### src/rtl/streamblocks_ctrl_pkg.sv
// Shared address map, response codes and decode helpers for the StreamBlocks
// AXI4-Lite control slave.
package streamblocks_ctrl_pkg;

    localparam logic [31:0] ADDR_AP_CTRL = 32'h00;
    localparam logic [31:0] ADDR_GIE     = 32'h04;
    localparam logic [31:0] ADDR_IER     = 32'h08;
    localparam logic [31:0] ADDR_ISR     = 32'h0C;
    localparam logic [31:0] ADDR_KCMD_LO = 32'h10;
    localparam logic [31:0] ADDR_KCMD_HI = 32'h14;
    localparam logic [31:0] ADDR_INFO    = 32'h18;

    localparam logic [31:0] BANK_BASE   = 32'h20;
    localparam logic [31:0] BANK_STRIDE = 32'h20;

    localparam logic [4:0] OFF_REQ     = 5'h00;
    localparam logic [4:0] OFF_SIZE_LO = 5'h04;
    localparam logic [4:0] OFF_SIZE_HI = 5'h08;
    localparam logic [4:0] OFF_BUF_LO  = 5'h0C;
    localparam logic [4:0] OFF_BUF_HI  = 5'h10;
    localparam logic [4:0] OFF_CNT     = 5'h14;

    localparam logic [1:0] RESP_OKAY   = 2'b00;
    localparam logic [1:0] RESP_SLVERR = 2'b10;

    typedef enum logic [2:0] {
        FLD_REQ,
        FLD_SIZE_LO,
        FLD_SIZE_HI,
        FLD_BUF_LO,
        FLD_BUF_HI,
        FLD_CNT
    } field_e;

    typedef struct packed {
        logic       valid;
        logic [3:0] bank;
        field_e     field;
    } bank_sel_t;

    // Maps a byte address onto (bank, field); hi words only exist for 64-bit pointers.
    function automatic bank_sel_t decode_bank(input logic [31:0] addr,
                                              input logic [4:0]  nbanks,
                                              input logic        ptr64);
        logic [31:0] rel;
        logic [31:0] idx;
        decode_bank = '{valid: 1'b0, bank: 4'd0, field: FLD_REQ};
        rel = addr - BANK_BASE;
        idx = rel / BANK_STRIDE;
        if ((addr >= BANK_BASE) && (idx < {27'd0, nbanks})) begin
            decode_bank.bank  = idx[3:0];
            decode_bank.valid = 1'b1;
            case (rel[4:0] & 5'h1C)
                OFF_REQ:     decode_bank.field = FLD_REQ;
                OFF_SIZE_LO: decode_bank.field = FLD_SIZE_LO;
                OFF_SIZE_HI: begin decode_bank.field = FLD_SIZE_HI; decode_bank.valid = ptr64; end
                OFF_BUF_LO:  decode_bank.field = FLD_BUF_LO;
                OFF_BUF_HI:  begin decode_bank.field = FLD_BUF_HI; decode_bank.valid = ptr64; end
                OFF_CNT:     decode_bank.field = FLD_CNT;
                default:     decode_bank.valid = 1'b0;
            endcase
        end
    endfunction

    function automatic logic [31:0] apply_strb(input logic [31:0] old_v,
                                               input logic [31:0] new_v,
                                               input logic [3:0]  strb);
        for (int i = 0; i < 4; i++) begin
            apply_strb[8*i +: 8] = strb[i] ? new_v[8*i +: 8] : old_v[8*i +: 8];
        end
    endfunction

endpackage

### src/rtl/streamblocks_ctrl_port_bank.sv
// One kernel port's register bank: requested/available size, size pointer and
// buffer pointer, with byte-masked writes and a word read mux.
module streamblocks_ctrl_port_bank
    import streamblocks_ctrl_pkg::*;
#(
    parameter int PTR_WIDTH = 64
) (
    input  logic                 i_clk,
    input  logic                 i_rst_n,
    input  logic                 i_en,
    input  logic                 i_wr_en,
    input  field_e               i_wr_field,
    input  logic [31:0]          i_wdata,
    input  logic [3:0]           i_wstrb,
    input  field_e               i_rd_field,
    input  logic [31:0]          i_cnt,
    output logic [31:0]          o_req,
    output logic [PTR_WIDTH-1:0] o_size,
    output logic [PTR_WIDTH-1:0] o_buf,
    output logic [31:0]          o_rdata
);

    logic [31:0] r_req;
    logic [31:0] r_size_lo;
    logic [31:0] r_buf_lo;
    logic [31:0] w_size_hi;
    logic [31:0] w_buf_hi;

    always_ff @(posedge i_clk or negedge i_rst_n) begin
        if (!i_rst_n) begin
            r_req     <= '0;
            r_size_lo <= '0;
            r_buf_lo  <= '0;
        end else if (i_en && i_wr_en) begin
            case (i_wr_field)
                FLD_REQ:     r_req     <= apply_strb(r_req, i_wdata, i_wstrb);
                FLD_SIZE_LO: r_size_lo <= apply_strb(r_size_lo, i_wdata, i_wstrb);
                FLD_BUF_LO:  r_buf_lo  <= apply_strb(r_buf_lo, i_wdata, i_wstrb);
                default: ;
            endcase
        end
    end

    if (PTR_WIDTH == 64) begin : g_hi
        logic [31:0] r_size_hi;
        logic [31:0] r_buf_hi;
        always_ff @(posedge i_clk or negedge i_rst_n) begin
            if (!i_rst_n) begin
                r_size_hi <= '0;
                r_buf_hi  <= '0;
            end else if (i_en && i_wr_en) begin
                if (i_wr_field == FLD_SIZE_HI) r_size_hi <= apply_strb(r_size_hi, i_wdata, i_wstrb);
                if (i_wr_field == FLD_BUF_HI)  r_buf_hi  <= apply_strb(r_buf_hi, i_wdata, i_wstrb);
            end
        end
        assign w_size_hi = r_size_hi;
        assign w_buf_hi  = r_buf_hi;
        assign o_size    = {r_size_hi, r_size_lo};
        assign o_buf     = {r_buf_hi, r_buf_lo};
    end else begin : g_no_hi
        assign w_size_hi = '0;
        assign w_buf_hi  = '0;
        assign o_size    = r_size_lo;
        assign o_buf     = r_buf_lo;
    end

    assign o_req = r_req;

    always_comb begin
        o_rdata = '0;
        case (i_rd_field)
            FLD_REQ:     o_rdata = r_req;
            FLD_SIZE_LO: o_rdata = r_size_lo;
            FLD_SIZE_HI: o_rdata = w_size_hi;
            FLD_BUF_LO:  o_rdata = r_buf_lo;
            FLD_BUF_HI:  o_rdata = w_buf_hi;
            FLD_CNT:     o_rdata = i_cnt;
            default:     o_rdata = '0;
        endcase
    end

endmodule

### src/rtl/streamblocks_ctrl_axil_slave.sv
// AXI4-Lite control slave for StreamBlocks HLS kernels: ap_ctrl_chain block
// control, interrupts, kernel command and per-port register banks.
module streamblocks_ctrl_axil_slave
    import streamblocks_ctrl_pkg::*;
#(
    parameter int NUM_IN     = 1,
    parameter int NUM_OUT    = 1,
    parameter int ADDR_WIDTH = 7,
    parameter int DATA_WIDTH = 32,
    parameter int PTR_WIDTH  = 64
) (
    input  logic                           ACLK,
    input  logic                           ARESETN,
    input  logic                           ACLK_EN,
    input  logic [ADDR_WIDTH-1:0]          AWADDR,
    input  logic                           AWVALID,
    output logic                           AWREADY,
    input  logic [DATA_WIDTH-1:0]          WDATA,
    input  logic [DATA_WIDTH/8-1:0]        WSTRB,
    input  logic                           WVALID,
    output logic                           WREADY,
    output logic [1:0]                     BRESP,
    output logic                           BVALID,
    input  logic                           BREADY,
    input  logic [ADDR_WIDTH-1:0]          ARADDR,
    input  logic                           ARVALID,
    output logic                           ARREADY,
    output logic [DATA_WIDTH-1:0]          RDATA,
    output logic [1:0]                     RRESP,
    output logic                           RVALID,
    input  logic                           RREADY,
    output logic [NUM_IN*32-1:0]           in_requested_size,
    output logic [NUM_IN*PTR_WIDTH-1:0]    in_size,
    output logic [NUM_IN*PTR_WIDTH-1:0]    in_buffer,
    output logic [NUM_OUT*32-1:0]          out_available_size,
    output logic [NUM_OUT*PTR_WIDTH-1:0]   out_size,
    output logic [NUM_OUT*PTR_WIDTH-1:0]   out_buffer,
    input  logic [NUM_IN*32-1:0]           in_consumed,
    input  logic [NUM_OUT*32-1:0]          out_produced,
    output logic [63:0]                    kernel_command,
    output logic                           ap_start,
    output logic                           ap_continue,
    output logic                           event_start,
    output logic                           interrupt,
    input  logic                           ap_done,
    input  logic                           ap_ready,
    input  logic                           ap_idle
);

    localparam int NB = NUM_IN + NUM_OUT;

    logic                    r_init;
    logic                    r_aw_held, r_w_held, r_bvalid, r_rvalid;
    logic [ADDR_WIDTH-1:0]   r_awaddr;
    logic [DATA_WIDTH-1:0]   r_wdata;
    logic [DATA_WIDTH/8-1:0] r_wstrb;
    logic [1:0]              r_bresp, r_rresp;
    logic [DATA_WIDTH-1:0]   r_rdata;
    logic                    r_ap_start, r_done, r_idle, r_ready, r_auto_restart;
    logic                    r_ap_continue, r_event_start, r_gie;
    logic [1:0]              r_ier, r_isr;
    logic [63:0]             r_kcmd;

    logic        w_aw_hs, w_w_hs, w_b_hs, w_ar_hs, w_r_hs, w_wr_exec;
    logic [31:0] w_waddr, w_raddr, w_info, w_rdata, w_bank_rdata;
    logic [2:0]  w_widx, w_ridx;
    logic        w_wctl, w_rctl, w_wok, w_rok, w_wr_ctl, w_wr_ap, w_wr_isr, w_rd_ap;
    logic [1:0]  w_isr_src;
    bank_sel_t   w_wsel, w_rsel;
    logic [31:0] w_bank_rd [NB];

    assign AWREADY = r_init & ~r_aw_held;
    assign WREADY  = r_init & ~r_w_held;
    assign ARREADY = r_init & ~r_rvalid;
    assign BVALID  = r_bvalid;
    assign BRESP   = r_bresp;
    assign RVALID  = r_rvalid;
    assign RRESP   = r_rresp;
    assign RDATA   = r_rdata;

    assign w_aw_hs   = AWVALID & AWREADY;
    assign w_w_hs    = WVALID & WREADY;
    assign w_b_hs    = r_bvalid & BREADY;
    assign w_ar_hs   = ARVALID & ARREADY;
    assign w_r_hs    = r_rvalid & RREADY;
    assign w_wr_exec = r_aw_held & r_w_held & ~r_bvalid;

    assign w_waddr  = 32'(r_awaddr);
    assign w_raddr  = 32'(ARADDR);
    assign w_widx   = w_waddr[4:2];
    assign w_ridx   = w_raddr[4:2];
    assign w_wctl   = w_waddr < BANK_BASE;
    assign w_rctl   = w_raddr < BANK_BASE;
    assign w_wsel   = decode_bank(w_waddr, 5'(NB), PTR_WIDTH == 64);
    assign w_rsel   = decode_bank(w_raddr, 5'(NB), PTR_WIDTH == 64);
    // Control words 0x00..0x14 are writable; INFO, counters and holes are not.
    assign w_wok    = w_wctl ? (w_widx <= 3'd5) : (w_wsel.valid && (w_wsel.field != FLD_CNT));
    assign w_wr_ctl = w_wr_exec & w_wctl;
    assign w_wr_ap  = w_wr_ctl & (w_widx == ADDR_AP_CTRL[4:2]) & r_wstrb[0];
    assign w_wr_isr = w_wr_ctl & (w_widx == ADDR_ISR[4:2]) & r_wstrb[0];
    assign w_rd_ap  = w_ar_hs & w_rctl & (w_ridx == ADDR_AP_CTRL[4:2]);
    assign w_isr_src = {ap_ready, ap_done};
    assign w_info   = {8'd0, 8'(PTR_WIDTH), 8'(NUM_OUT), 8'(NUM_IN)};

    for (genvar b = 0; b < NB; b++) begin : g_bank
        logic [31:0]          w_req, w_cnt;
        logic [PTR_WIDTH-1:0] w_size, w_buf;

        streamblocks_ctrl_port_bank #(.PTR_WIDTH(PTR_WIDTH)) u_bank (
            .i_clk      (ACLK),
            .i_rst_n    (ARESETN),
            .i_en       (ACLK_EN),
            .i_wr_en    (w_wr_exec && w_wok && !w_wctl && (w_wsel.bank == 4'(b))),
            .i_wr_field (w_wsel.field),
            .i_wdata    (r_wdata),
            .i_wstrb    (r_wstrb),
            .i_rd_field (w_rsel.field),
            .i_cnt      (w_cnt),
            .o_req      (w_req),
            .o_size     (w_size),
            .o_buf      (w_buf),
            .o_rdata    (w_bank_rd[b])
        );

        if (b < NUM_IN) begin : g_in
            assign in_requested_size[32*b +: 32]       = w_req;
            assign in_size[PTR_WIDTH*b +: PTR_WIDTH]   = w_size;
            assign in_buffer[PTR_WIDTH*b +: PTR_WIDTH] = w_buf;
            assign w_cnt = in_consumed[32*b +: 32];
        end else begin : g_out
            assign out_available_size[32*(b-NUM_IN) +: 32]       = w_req;
            assign out_size[PTR_WIDTH*(b-NUM_IN) +: PTR_WIDTH]   = w_size;
            assign out_buffer[PTR_WIDTH*(b-NUM_IN) +: PTR_WIDTH] = w_buf;
            assign w_cnt = out_produced[32*(b-NUM_IN) +: 32];
        end
    end

    always_comb begin
        w_bank_rdata = '0;
        for (int b = 0; b < NB; b++) begin
            if (w_rsel.bank == 4'(b)) w_bank_rdata = w_bank_rd[b];
        end
    end

    always_comb begin
        w_rdata = '0;
        w_rok   = 1'b0;
        if (w_rctl) begin
            w_rok = 1'b1;
            case (w_ridx)
                3'd0:    w_rdata = {24'd0, r_auto_restart, 2'b00, r_ap_continue,
                                    r_ready, r_idle, r_done, r_ap_start};
                3'd1:    w_rdata = {31'd0, r_gie};
                3'd2:    w_rdata = {30'd0, r_ier};
                3'd3:    w_rdata = {30'd0, r_isr};
                3'd4:    w_rdata = r_kcmd[31:0];
                3'd5:    w_rdata = r_kcmd[63:32];
                3'd6:    w_rdata = w_info;
                default: w_rok   = 1'b0;
            endcase
        end else if (w_rsel.valid) begin
            w_rok   = 1'b1;
            w_rdata = w_bank_rdata;
        end
    end

    // Write channel: AW and W are held independently until the B handshake.
    always_ff @(posedge ACLK or negedge ARESETN) begin
        if (!ARESETN) begin
            r_init    <= 1'b0;
            r_aw_held <= 1'b0;
            r_w_held  <= 1'b0;
            r_awaddr  <= '0;
            r_wdata   <= '0;
            r_wstrb   <= '0;
            r_bvalid  <= 1'b0;
            r_bresp   <= RESP_OKAY;
        end else if (ACLK_EN) begin
            r_init <= 1'b1;
            if (w_aw_hs) begin
                r_aw_held <= 1'b1;
                r_awaddr  <= AWADDR;
            end
            if (w_w_hs) begin
                r_w_held <= 1'b1;
                r_wdata  <= WDATA;
                r_wstrb  <= WSTRB;
            end
            if (w_wr_exec) begin
                r_bvalid <= 1'b1;
                r_bresp  <= w_wok ? RESP_OKAY : RESP_SLVERR;
            end
            if (w_b_hs) begin
                r_bvalid  <= 1'b0;
                r_aw_held <= 1'b0;
                r_w_held  <= 1'b0;
            end
        end
    end

    // Read channel: data and counters are captured at the AR handshake.
    always_ff @(posedge ACLK or negedge ARESETN) begin
        if (!ARESETN) begin
            r_rvalid <= 1'b0;
            r_rdata  <= '0;
            r_rresp  <= RESP_OKAY;
        end else if (ACLK_EN) begin
            if (w_ar_hs) begin
                r_rvalid <= 1'b1;
                r_rdata  <= w_rdata;
                r_rresp  <= w_rok ? RESP_OKAY : RESP_SLVERR;
            end else if (w_r_hs) begin
                r_rvalid <= 1'b0;
            end
        end
    end

    always_ff @(posedge ACLK or negedge ARESETN) begin
        if (!ARESETN) begin
            r_ap_start     <= 1'b0;
            r_done         <= 1'b0;
            r_idle         <= 1'b0;
            r_ready        <= 1'b0;
            r_auto_restart <= 1'b0;
            r_ap_continue  <= 1'b0;
            r_event_start  <= 1'b0;
            r_gie          <= 1'b0;
            r_ier          <= '0;
            r_isr          <= '0;
            r_kcmd         <= '0;
        end else if (ACLK_EN) begin
            r_idle        <= ap_idle;
            r_ready       <= ap_ready;
            r_event_start <= 1'b0;
            r_ap_continue <= ap_done & r_auto_restart;
            if (w_wr_ap) begin
                r_auto_restart <= r_wdata[7];
                if (r_wdata[4]) r_ap_continue <= 1'b1;
            end
            if (w_wr_ap && r_wdata[0]) begin
                r_ap_start    <= 1'b1;
                r_event_start <= 1'b1;
            end else if (ap_ready) begin
                r_ap_start <= r_auto_restart;
            end
            if (ap_done)      r_done <= 1'b1;
            else if (w_rd_ap) r_done <= 1'b0;
            if (w_wr_ctl && (w_widx == ADDR_GIE[4:2]) && r_wstrb[0]) r_gie <= r_wdata[0];
            if (w_wr_ctl && (w_widx == ADDR_IER[4:2]) && r_wstrb[0]) r_ier <= r_wdata[1:0];
            for (int i = 0; i < 2; i++) begin
                if (r_ier[i] && w_isr_src[i])     r_isr[i] <= 1'b1;
                else if (w_wr_isr && r_wdata[i]) r_isr[i] <= ~r_isr[i];
            end
            if (w_wr_ctl && (w_widx == ADDR_KCMD_LO[4:2]))
                r_kcmd[31:0]  <= apply_strb(r_kcmd[31:0], r_wdata, r_wstrb);
            if (w_wr_ctl && (w_widx == ADDR_KCMD_HI[4:2]))
                r_kcmd[63:32] <= apply_strb(r_kcmd[63:32], r_wdata, r_wstrb);
        end
    end

    assign ap_start       = r_ap_start;
    assign ap_continue    = r_ap_continue;
    assign event_start    = r_event_start;
    assign kernel_command = r_kcmd;
    assign interrupt      = r_gie & (|r_isr);

endmodule

### config.mk
export PLATFORM = sky130hd
export DESIGN_NAME = streamblocks_ctrl_axil_slave
export DESIGN_NICKNAME = d
export VERILOG_FILES = /design/src/rtl/streamblocks_ctrl_pkg.sv /design/src/rtl/streamblocks_ctrl_port_bank.sv /design/src/rtl/streamblocks_ctrl_axil_slave.sv
export SDC_FILE = /design/constraint.sdc
export NUM_CORES = 1
export LEC_CHECK = 0
export ABC_AREA = 1
export CAP_MARGIN = 10
export CORE_ASPECT_RATIO = 0.7
export CORE_MARGIN = 4
export CORE_UTILIZATION = 40
export DETAILED_ROUTE_END_ITERATION = 7
export PLACE_DENSITY = 0.64
export SLEW_MARGIN = 20
export SYNTH_ARGS = -nofsm -noshare
export SYNTH_HDL_FRONTEND = slang
export SYNTH_SLANG_ARGS = --single-unit
export TNS_END_PERCENT = 5
### constraint.sdc
create_clock -name ACLK -period 5.6 [get_ports ACLK]
set_input_delay 0.84 -clock ACLK [delete_from_list [all_inputs] [get_ports ACLK]]
set_output_delay 0.84 -clock ACLK [all_outputs]
set_load 0.01 [all_outputs]
==> metrics.cfg, run 1 <==
[grt]
gr-usage-met2_pct=48.6
grt_overflow=0
grt_use_met1_pct=43.6
grtUsageMet3_pct=8.27
top_usage_layer=met2
grt_pass1_wl_um=139000
grt_max_degree=151
gr-usage-all-layers_pct=31.4
antenna_found_initial=4
grt_pass1_vias=21500

[sta]
slew_headroom_pct=25.6
slew_violations=0
finalHoldViolCount=0
period_share_pct=65.0
min_period_ns=3.64
clock_skew_ns=0.0115
tns_ns=0
setup_violations=0
max_freq_ghz=0.275
worstMarginPinSlew_ns=1.11
rsz0062_at_grt=no

[finish]
nets=3340
fillerInstances=4927
area_growth_pct=34.6
final-instance-count-excl-fill=3970
drive_gt1_share_pct=5.22

[routing]
viasPerCell=5.55
post_drt_wl_per_cell_um=23.9
vias=22100
drt_wl_total_um=94800
route.detailed.drc=0
firstDrtPassIters=7
drtIter0Drc=2338
ant_nets=0

[floorplan]
dieWidth_um=288
io_pins=554
die_y_um=204
die-area_sq_um=58700
num_rows=71
start_util_pct=40.6
core_sq_um=53900

[cts]
clockRootBuffer=clkbuf_16
ctsLongestPathBuffers=3
insertion_delay_ns=0.58
cts.htree.levels=2
cts_sinks=476
postCtsSetupBuffers=0
path_clk_slew_ns=0.06
cts_buffers=48
cts_resized=0
cts_tree=yes
cts-hold-fix-buffers=0

[power]
total_power_w=0.0115
leakage_nw=13.6
vdd_drop_max_mv=0.208
p_sw_share_pct=36.9
power.density_nw_per_um2=390
clkPwrFrac_pct=28.2
internal_power_w=0.00726
seqPwrFrac_pct=42.6
p_switching_w=0.00425
pwr-share-comb_pct=29.3

[critical_path]
end_kind=register
crit_required_ns=6.10
critical_path_class=in2reg
reg2regPathDepth=10
start_kind=primary input
r2r_slack_ns=2.22
r2r-start=r_awaddr[6]
crit-reg2reg-capture=g_bank[0].u_bank.g_hi.r_size_hi[4]
crit_arrival_ns=4.14
cp_max_fo=41

[synth]
yosys-top-cells-count=nand2_1 (1028), dfrtp_1 (476), nand3_1 (275)
post-synth-top-count-cell=nand2_1
synth_area_sq_um=21900
yosysSeqAreaShare_pct=54.3
yosys.area.top_type=dfrtp_1
synth_area_leaders=dfrtp_1 (54%), nand2_1 (18%), nand3_1 (6.3%), o21ai_0 (5.8%), a21oi_1 (2.9%)
netlist_instances=2718
synth_flop_cell=dfrtp_1
synth_top_area_share_pct=54.3
synth-edff-count=0
yosys_warnings=0
ys_seq_elements=476
synthArstFlopShare_pct=100
ys_types=38
syn_area_per_cell_sq_um=8.06

[place]
globalplace.congestion=0.945
dp_hpwl_um=66900
place_inst=3887
port_buffers=547

[worst_hold_path]
hold_path.class=in2async

[run_status]
status=finished clean

[flow_run]
drv_cap=0

-- flip-flops by register name, summed over array words and instances, names as in the netlist, 2 cells and up --
register and flops:
RDATA 32, g_bank.u_bank.g_hi.r_buf_hi 64, g_bank.u_bank.g_hi.r_size_hi 64, g_bank.u_bank.o_req 64
g_bank.u_bank.r_buf_lo 64, g_bank.u_bank.r_size_lo 64, kernel_command 64, r_awaddr 5
r_ier 2, r_isr 2, r_wdata 32, r_wstrb 4
-- cell type report --
class                           count  area [sq um]  area share (%)
Clock inverter                     14           133           0.449
Clock buffer                       68          1410            4.77
Antenna cell                        1          2.50         0.00848
Multi-Input combinational cell   2008          9030            30.6
Inverter                          102           385            1.31
Timing Repair Buffer              571          5730            19.4
Sequential cell                   476         11900            40.4
Tap cell                          730           913            3.10
-- critical path, cell delays in order --
cell	delay, ns
clkdlybuf4s50_1	0.48
inv_1	0.05
ha_2	0.39
nand2_1	0.38
inv_2	0.97
buf_4	0.35
nand2_1	0.07
nand2_1	0.06
nor2_1	0.04
nand3_1	0.09
nand3_1	0.18
a21oi_1	0.24
-- cells in the final DEF (no fill, tap or decap), drive strengths merged, types with 26 or more instances in the layout --
master	synthesis	layout
nand2	1041	1041
clkdlybuf4s50	0	545
dfrtp	476	476
nand3	278	278
o21ai	269	269
nor2	170	170
a21oi	127	127
inv	97	97
clkbuf	86	68
nor3	32	32
buf	47	26
-- layer usage --
| layer | share of wire [%] | up-vias |
|---|---|---|
| met5 | 0.047 | - |
| met4 | 2.9 | 6 |
| li1 | - | 9870 |
| met3 | 11 | 183 |
| met2 | 45 | 1228 |
| met1 | 41 | 10800 |
-- metrics by stage --
stage / area, sq um / hold WS [ns] / setup WS (ns) / utilization [%]
after CTS: 29500 / 0.196 / 2.06 / 54.7
after global placement: 28000 / 0.464 / 1.46 / 51.9
final: 29500 / 0.189 / 1.96 / 54.7
after floorplan: 21900 / 0.437 / 3.26 / -
after global routing: 29500 / 0.219 / 1.83 / 54.7
after detailed placement: 28000 / 0.470 / 1.45 / 51.9
-- cell families after synthesis --
| group | Yosys count | synth area share (%) |
|---|---|---|
| AND/OR/NAND/NOR | 1560 | 29.7 |
| flip-flops | 476 | 54.3 |
| AO/OA/AOI/OAI | 437 | 10.7 |
| buffers and inverters | 235 | 4.66 |
| adder cells (fa/ha/maj) | 8 | 0.457 |
| multiplexers | 1 | 0.0514 |
| other | 1 | 0.0171 |
-- power by group through the flow --
| stage | Combinational, W | Sequential [W] | Clock (W) |
|---|---|---|---|
| after floorplan | 0.00136 | 0.00480 | 0 |
| after global placement | 0.00329 | 0.00491 | 0 |
| after detailed placement | 0.00335 | 0.00492 | 0 |
| after CTS | 0.00336 | 0.00487 | 0.00329 |
| after global routing | 0.00364 | 0.00497 | 0.00342 |
| final | 0.00337 | 0.00490 | 0.00324 |
-- worst max path at each step --
stage,slack [ns],to,start
final,1.96,RDATA[16],ARADDR[6]
after global routing,1.83,RDATA[18],ARADDR[4]
after CTS,2.06,RDATA[16],ARADDR[6]
after detailed placement,1.45,RDATA[16],ARADDR[6]
after global placement,1.46,RDATA[16],ARADDR[6]
after floorplan,3.26,RDATA[20],ARADDR[5]
No activity file was read; power rests on OpenSTA's default activity.
==> run 2, diff against run 1 <==
==> constraint.sdc (replaced) <==
create_clock -name ACLK -period 3.5 [get_ports ACLK]
set_input_delay 0.525 -clock ACLK [delete_from_list [all_inputs] [get_ports ACLK]]
set_output_delay 0.525 -clock ACLK [all_outputs]
set_load 0.01 [all_outputs]
==> run 2 against run 1 <==
Against the previous run: final cell count grew 1.0%; sequential power up 60%; largest cell class unchanged; first-iteration DRC count grew 10%.
==> metrics.cfg, run 2 (synthesis results as in run 1) <==
[cts]
clockRootBuffer=clkbuf_16
cts_sinks=476  ; unchanged
path_clk_slew_ns=0.06  ; about the same
insertion_delay_ns=0.57  ; about the same
ctsLongestPathBuffers=3  ; unchanged
cts_tree=yes
cts_buffers=48  ; unchanged
cts.htree.levels=2  ; unchanged

[finish]
drive_gt1_share_pct=6.31  ; +1.1 points
fin_util_pct=55.6  ; +0.85 points
final-instance-count-excl-fill=4011  ; +1.0%
layout_common_cells=nand2_1 (1027), clkdlybuf4s50_1 (545), dfrtp_1 (476)
antenna_cells=0  ; -1
mostFrequentLayoutCell=nand2_1
seqCellArea_sq_um=11900  ; unchanged
area_growth_pct=36.7
multi_input_area_sq_um=9030  ; unchanged
fillerInstances=4891  ; -0.73%
nets=3376  ; +1.1%

[place]
dp_hpwl_um=68300  ; +2.2%
port_buffers=547  ; unchanged
globalplace.congestion=0.951  ; +0.57%
place_inst=3922  ; +0.90%

[sta]
period_share_pct=86.8
setup_violations=0  ; unchanged
max_freq_ghz=0.329
slew_headroom_pct=45.1  ; +19 points
worstMarginPinSlew_ns=0.824  ; -0.291 ns
rsz0062_at_grt=no
tns_ns=0  ; unchanged
slew_violations=0  ; unchanged
min_period_ns=3.04
clock_skew_ns=0.0201  ; +0.00859 ns
finalHoldViolCount=0  ; unchanged

[routing]
drtIter0Drc=2581  ; +10%
ant_nets=0  ; unchanged
vias=22300  ; +1.3%
drt_wl_total_um=95100  ; +0.34%
viasPerCell=5.57  ; +0.31%
post_drt_wl_per_cell_um=23.7  ; -0.69%
firstDrtPassIters=5  ; -2
route.detailed.drc=0  ; unchanged

[floorplan]
core_sq_um=53900  ; unchanged
die-area_sq_um=58700  ; unchanged
die_y_um=204  ; unchanged
num_rows=71  ; unchanged
dieWidth_um=288  ; unchanged
start_util_pct=40.6  ; unchanged
io_pins=554  ; unchanged

[power]
leakage_nw=13.9  ; +1.9%
power.density_nw_per_um2=623  ; +60%
vdd_drop_max_mv=0.487  ; +130%

[critical_path]
crit_arrival_ns=3.50  ; -0.64 ns
end_kind=register
start_kind=register
r2r-start=r_awaddr[6]
critical_path_class=reg2reg
crit_required_ns=3.96  ; -2.14 ns
cp_max_fo=16  ; -61%
reg2regPathDepth=8  ; -2
r2r_slack_ns=0.46  ; -1.76 ns
crit-reg2reg-capture=g_bank[0].u_bank.g_hi.r_size_hi[15]

[grt]
grt_pass1_wl_um=140000  ; +0.50%
grt_pass1_vias=21600  ; +0.73%
antenna_found_initial=1  ; -3
grt_overflow=0  ; unchanged
gr-usage-all-layers_pct=31.5  ; +0.15 points
grt_max_degree=141  ; -6.6%

[run_status]
status=finished clean

[flow_run]
drv_cap=0  ; unchanged

[worst_hold_path]
hold_path.class=in2async

-- run 2: cell count changes in the layout (fill, tap and decap cells not counted), moves of 2 or more --
cell | before | now
clkbuf_8 | 11 | 14
buf_4 | 18 | 44
clkbuf_1 | 8 | 11
buf_12 | 6 | 15
clkinvlp_4 | 5 | 3
-- run 2: what timing repair did --
item / 4_1_cts / 5_1_grt
hold buffers: 1 / 0
resized for setup: 0 / 0
endpoints found under the hold margin: 2 / 0
buffers inserted: 0 / 0
-- run 2: cell type report --
class                      count  share of cell area [%]
clock buffer                  74                    4.87
clock inverter                14                   0.522
inverter                     102                    1.28
multi-input combinational   2008                    30.1
sequential                   476                    39.7
tap                          730                    3.05
timing repair buffer         607                    20.4
-- run 2: routing by layer --
metal,part of all wire (%),GRT usage (%)
met5,0.014,0
met1,41,44.2
met3,11,8.58
met4,2.7,8.38
met2,45,48.7
-- run 2: worst max-delay path, cell delays in order, from the launching register on --
cell     delay (ns)
dfrtp_1        0.38
inv_1          0.08
ha_1           0.37
nand2_1        0.18
nor2_1         0.21
nand2_1        0.26
nor2_2         0.58
nand2_1        0.51
o21ai_0        0.36
-- run 2: per-stage QoR --
stage | instance area [sq um] | hold WS (ns) | power, W | worst slack, ns
after floorplan | 21900 | 0.229 | 0.00985 | 1.35
after global placement | 28300 | 0.342 | 0.0132 | 0.478
after detailed placement | 28300 | 0.341 | 0.0133 | 0.409
after CTS | 30000 | 0.328 | 0.0187 | 0.477
after global routing | 30000 | 0.349 | 0.0195 | 0.281
final | 30000 | 0.350 | 0.0187 | 0.463
-- run 2: worst max path at each step --
stage	from	endpoint	slack [ns]
after floorplan	r_awaddr[6]	g_bank[0].u_bank.r_buf_lo[26]	1.35
after global placement	ARADDR[6]	RDATA[28]	0.48
after detailed placement	ARADDR[3]	RDATA[3]	0.41
after CTS	r_awaddr[6]	g_bank[0].u_bank.g_hi.r_size_hi[2]	0.48
after global routing	r_awaddr[6]	g_bank[0].u_bank.r_buf_lo[8]	0.28
final	r_awaddr[6]	g_bank[0].u_bank.g_hi.r_size_hi[15]	0.46
-- run 2: report_power, final --
part | internal (W) | leakage, nW | switching, W
logic | 0.00225 | 6.65 | 0.00327
registers | 0.00652 | 6.44 | 0.00130
clock network | 0.00309 | 0.792 | 0.00224
total | 0.0119 | 13.9 | 0.00681
==> run 3, diff against run 2 <==
--- a/config.mk
+++ b/config.mk
@@ -11,9 +11,11 @@
 export CORE_MARGIN = 4
 export CORE_UTILIZATION = 40
 export DETAILED_ROUTE_END_ITERATION = 7
+export GPL_TIMING_DRIVEN = 0
 export PLACE_DENSITY = 0.64
 export SLEW_MARGIN = 20
 export SYNTH_ARGS = -nofsm -noshare
 export SYNTH_HDL_FRONTEND = slang
+export SYNTH_HIERARCHICAL = 1
 export SYNTH_SLANG_ARGS = --single-unit
 export TNS_END_PERCENT = 5
==> run 3 against run 2 <==
Against the previous run: via count is 14% higher; non-clock buffer count is 123 higher; highest routed layer is now met4; register-to-register slack worse by 0.24 ns; clock power is 5.3% higher; the run now ends with setup timing left; critical endpoint is now RDATA[13]; synthesized area is 5.3% higher; final area is 4.7% higher; sequential power is 6.3% higher.
==> metrics.cfg, run 3 <==
[sta]
min_period_ns=3.55  ; +0.514 ns
slew_violations=0  ; unchanged
finalHoldViolCount=0  ; unchanged
period_share_pct=101  ; +15 points
layout_setup_ws_ns=-0.0520  ; -0.514 ns
rsz0062_at_grt=yes
clock_skew_ns=0.0225  ; +0.00246 ns
max_freq_ghz=0.282  ; -14%
slew_headroom_pct=37.4  ; -7.7 points
worstMarginPinSlew_ns=0.939  ; +0.115 ns
setup_violations=3  ; +3
whs_ns=0.420  ; +0.0697 ns

[power]
p_switching_w=0.00768  ; +13%
leakage_nw=14.8  ; +6.4%
p_sw_share_pct=38.7  ; +2.2 points
total_power_w=0.0199  ; +6.4%
vdd_drop_max_mv=0.459  ; -5.7%
internal_power_w=0.0122  ; +2.7%
clkPwrFrac_pct=28.2  ; -0.4 points
seqPwrFrac_pct=41.8  ; about the same
power.density_nw_per_um2=633  ; +1.6%
pwr-share-comb_pct=29.9  ; +0.3 points

[synth]
synth_top_area_share_pct=51.6  ; -2.8 points
syn_area_per_cell_sq_um=7.77  ; -3.6%
synth-edff-count=0  ; unchanged
yosysSeqAreaShare_pct=51.6  ; -2.8 points
synth_area_sq_um=23100  ; +5.3%
synth_area_leaders=dfrtp_1 (52%), nand2_1 (15%), o21ai_0 (7.8%), nand4_1 (5.4%), inv_1 (3.8%)
synth_flop_cell=dfrtp_1
post-synth-top-count-cell=nand2_1
ys_types=28  ; -26%
netlist_instances=2971  ; +9.3%
yosys.area.top_type=dfrtp_1
synthArstFlopShare_pct=100  ; unchanged
yosys-top-cells-count=nand2_1 (923), dfrtp_1 (476), o21ai_0 (361)
ys_seq_elements=476  ; unchanged
yosys_warnings=6  ; +6

[grt]
gr-usage-all-layers_pct=38.1  ; +6.6 points
grt_pass1_vias=24100  ; +11%
grt_overflow=0  ; unchanged
grt_pass1_wl_um=171000  ; +23%
grt_max_degree=102  ; -28%
antenna_found_initial=2  ; +1

[cts]
cts.htree.levels=2  ; unchanged
path_clk_slew_ns=0.06  ; about the same
cts_tree=yes
cts_buffers=49  ; +2.1%
ctsLongestPathBuffers=3  ; unchanged
insertion_delay_ns=0.61  ; +0.04 ns
cts_sinks=476  ; unchanged
clockRootBuffer=clkbuf_16

[floorplan]
dieWidth_um=295  ; +2.6%
die-area_sq_um=61700  ; +5.2%
start_util_pct=40.6  ; -0.069 points
num_rows=73  ; +2.8%
core_sq_um=56900  ; +5.5%
die_y_um=209  ; +2.5%
io_pins=554  ; unchanged

[run_status]
failed_checks=setup timing
status=finished with violations

[critical_path]
reg2regPathDepth=9  ; +1
critical_path_class=in2reg
crit-reg2reg-capture=g_bank[0].u_bank/g_hi.r_buf_hi[19]
crit_arrival_ns=4.07  ; +0.57 ns
crit_required_ns=4.02  ; +0.06 ns
r2r-start=r_awaddr[6]
cp_max_fo=10  ; -6
end_kind=register
r2r_slack_ns=0.22  ; -0.24 ns
start_kind=primary input

[routing]
firstDrtPassIters=7  ; +2
vias=25400  ; +14%
drt_wl_total_um=121000  ; +27%
route.detailed.drc=0  ; unchanged
viasPerCell=5.83  ; +4.7%
post_drt_wl_per_cell_um=27.7  ; +17%
ant_nets=0  ; unchanged
drtIter0Drc=3393  ; +31%

[place]
dp_hpwl_um=96600  ; +41%
port_buffers=544  ; -0.55%
globalplace.congestion=1.02  ; +7.4%

[finish]
drive_gt1_share_pct=6.37  ; +0.066 points
fillerInstances=5350  ; +9.4%
multi_input_area_sq_um=9470  ; +4.9%
mostFrequentLayoutCell=nand2_1
nets=3703  ; +9.7%
layout_common_cells=nand2_1 (923), clkdlybuf4s50_1 (543), dfrtp_1 (476)
seqCellArea_sq_um=11900  ; unchanged
area_growth_pct=35.9

[flow_run]
drv_cap=0  ; unchanged

[worst_hold_path]
hold_path.class=in2async

==> run 3: changes by cell type after synthesis, moves of 24 or more <==
| cell | before | now |
|---|---|---|
| a22o_1 | 24 | 0 |
| buf_2 | 30 | 75 |
| nand4_1 | 22 | 199 |
| nand3_1 | 275 | 152 |
| o21ai_0 | 256 | 361 |
| inv_1 | 88 | 234 |
| nand2_1 | 1028 | 923 |
| nor3_1 | 31 | 7 |
| buf_1 | 3 | 35 |
| clkbuf_1 | 86 | 54 |
| nor2_1 | 149 | 226 |
==> run 3: final cells by class <==
class / instances / share of cell area (%)
tap: 750 / 2.99
clock buffer: 62 / 4.32
timing repair buffer: 550 / 17.8
multi-input combinational: 2077 / 30.2
antenna: 3 / 0.0239
clock inverter: 24 / 1.01
sequential: 476 / 37.9
inverter: 239 / 2.86
buffer: 180 / 2.84
==> run 3: kinds of logic after synthesis <==
group,after synthesis,share of synthesized area (%)
flip-flops,476,51.6
other,1,0.0162
AND/OR/NAND/NOR,1535,28.7
adder cells (fa/ha/maj),5,0.271
AO/OA/AOI/OAI,535,11.8
buffers and inverters,419,7.67
==> run 3: how the worst max path moves through the flow <==
stage | endpoint | cells after the start | slack [ns] | startpoint
global route | RDATA[2] | 16 | -0.07 | ARADDR[5]
detailed placement | RDATA[29] | 17 | -0.94 | ARADDR[5]
finish | RDATA[13] | 17 | -0.05 | ARADDR[6]
global placement | r_wdata[28] | 1 | -18.96 | ARESETN
floorplan | RDATA[1] | 14 | 0.85 | ARADDR[5]
CTS | RDATA[22] | 17 | 0.007 | ARADDR[5]
==> run 3: repair_timing <==
action                                  4_1_cts  5_1_grt
endpoints found under the setup margin       58       30
endpoints found under the hold margin        36        0
hold buffers                                  1        0
pin swaps                                     0        0
setup buffers                                 0        0
resized for setup                             9       18
==> run 3: worst max-delay path: stages <==
cell	delay [ns]
clkdlybuf4s50_1	0.57
inv_1	0.07
ha_1	0.27
inv_1	0.08
nor2_1	0.16
inv_1	0.10
nor2_4	0.30
buf_2	0.28
buf_1	0.51
nand4_1	0.36
nand2_1	0.18
nor2_1	0.06
nand2_1	0.10
nand2_1	0.07
a21oi_1	0.19
nor2_1	0.07
a21oi_1	0.15
==> run 3: power by group through the flow <==
stage | sequential (W) | combinational [W] | clock, W
final | 0.00831 | 0.00595 | 0.00561
after global placement | 0.00831 | 0.00571 | 0
after CTS | 0.00822 | 0.00586 | 0.00564
after global routing | 0.00835 | 0.00639 | 0.00586
after detailed placement | 0.00830 | 0.00581 | 0
after floorplan | 0.00785 | 0.00216 | 0
==> run 3: layer usage <==
layer  global-route usage, %  vias to the layer above  part of all wire [%]
met2                    54.0                     1718                    42
met1                    56.8                    12500                    43
li1                        -                    11000                     -
met3                    10.4                      223                    12
met5                       0                        -                     0
met4                    11.7                        0                   3.3
==> run 3: metrics by stage <==
step / setup slack (ns) / utilization, % / std cells / setup TNS, ns / cell area (sq um)
final: -0.0520 / 55.2 / 4361 / -0.0789 / 31400
after global routing: -0.0701 / 55.2 / 4360 / -0.406 / 31400
after CTS: 0.00655 / 55.1 / 4358 / 0 / 31400
after detailed placement: -0.939 / 52.1 / 4271 / -26.95 / 29600
after global placement: -18.96 / 51.8 / 4266 / -9010.86 / 29500
after floorplan: 0.850 / - / 2972 / 0 / 23100
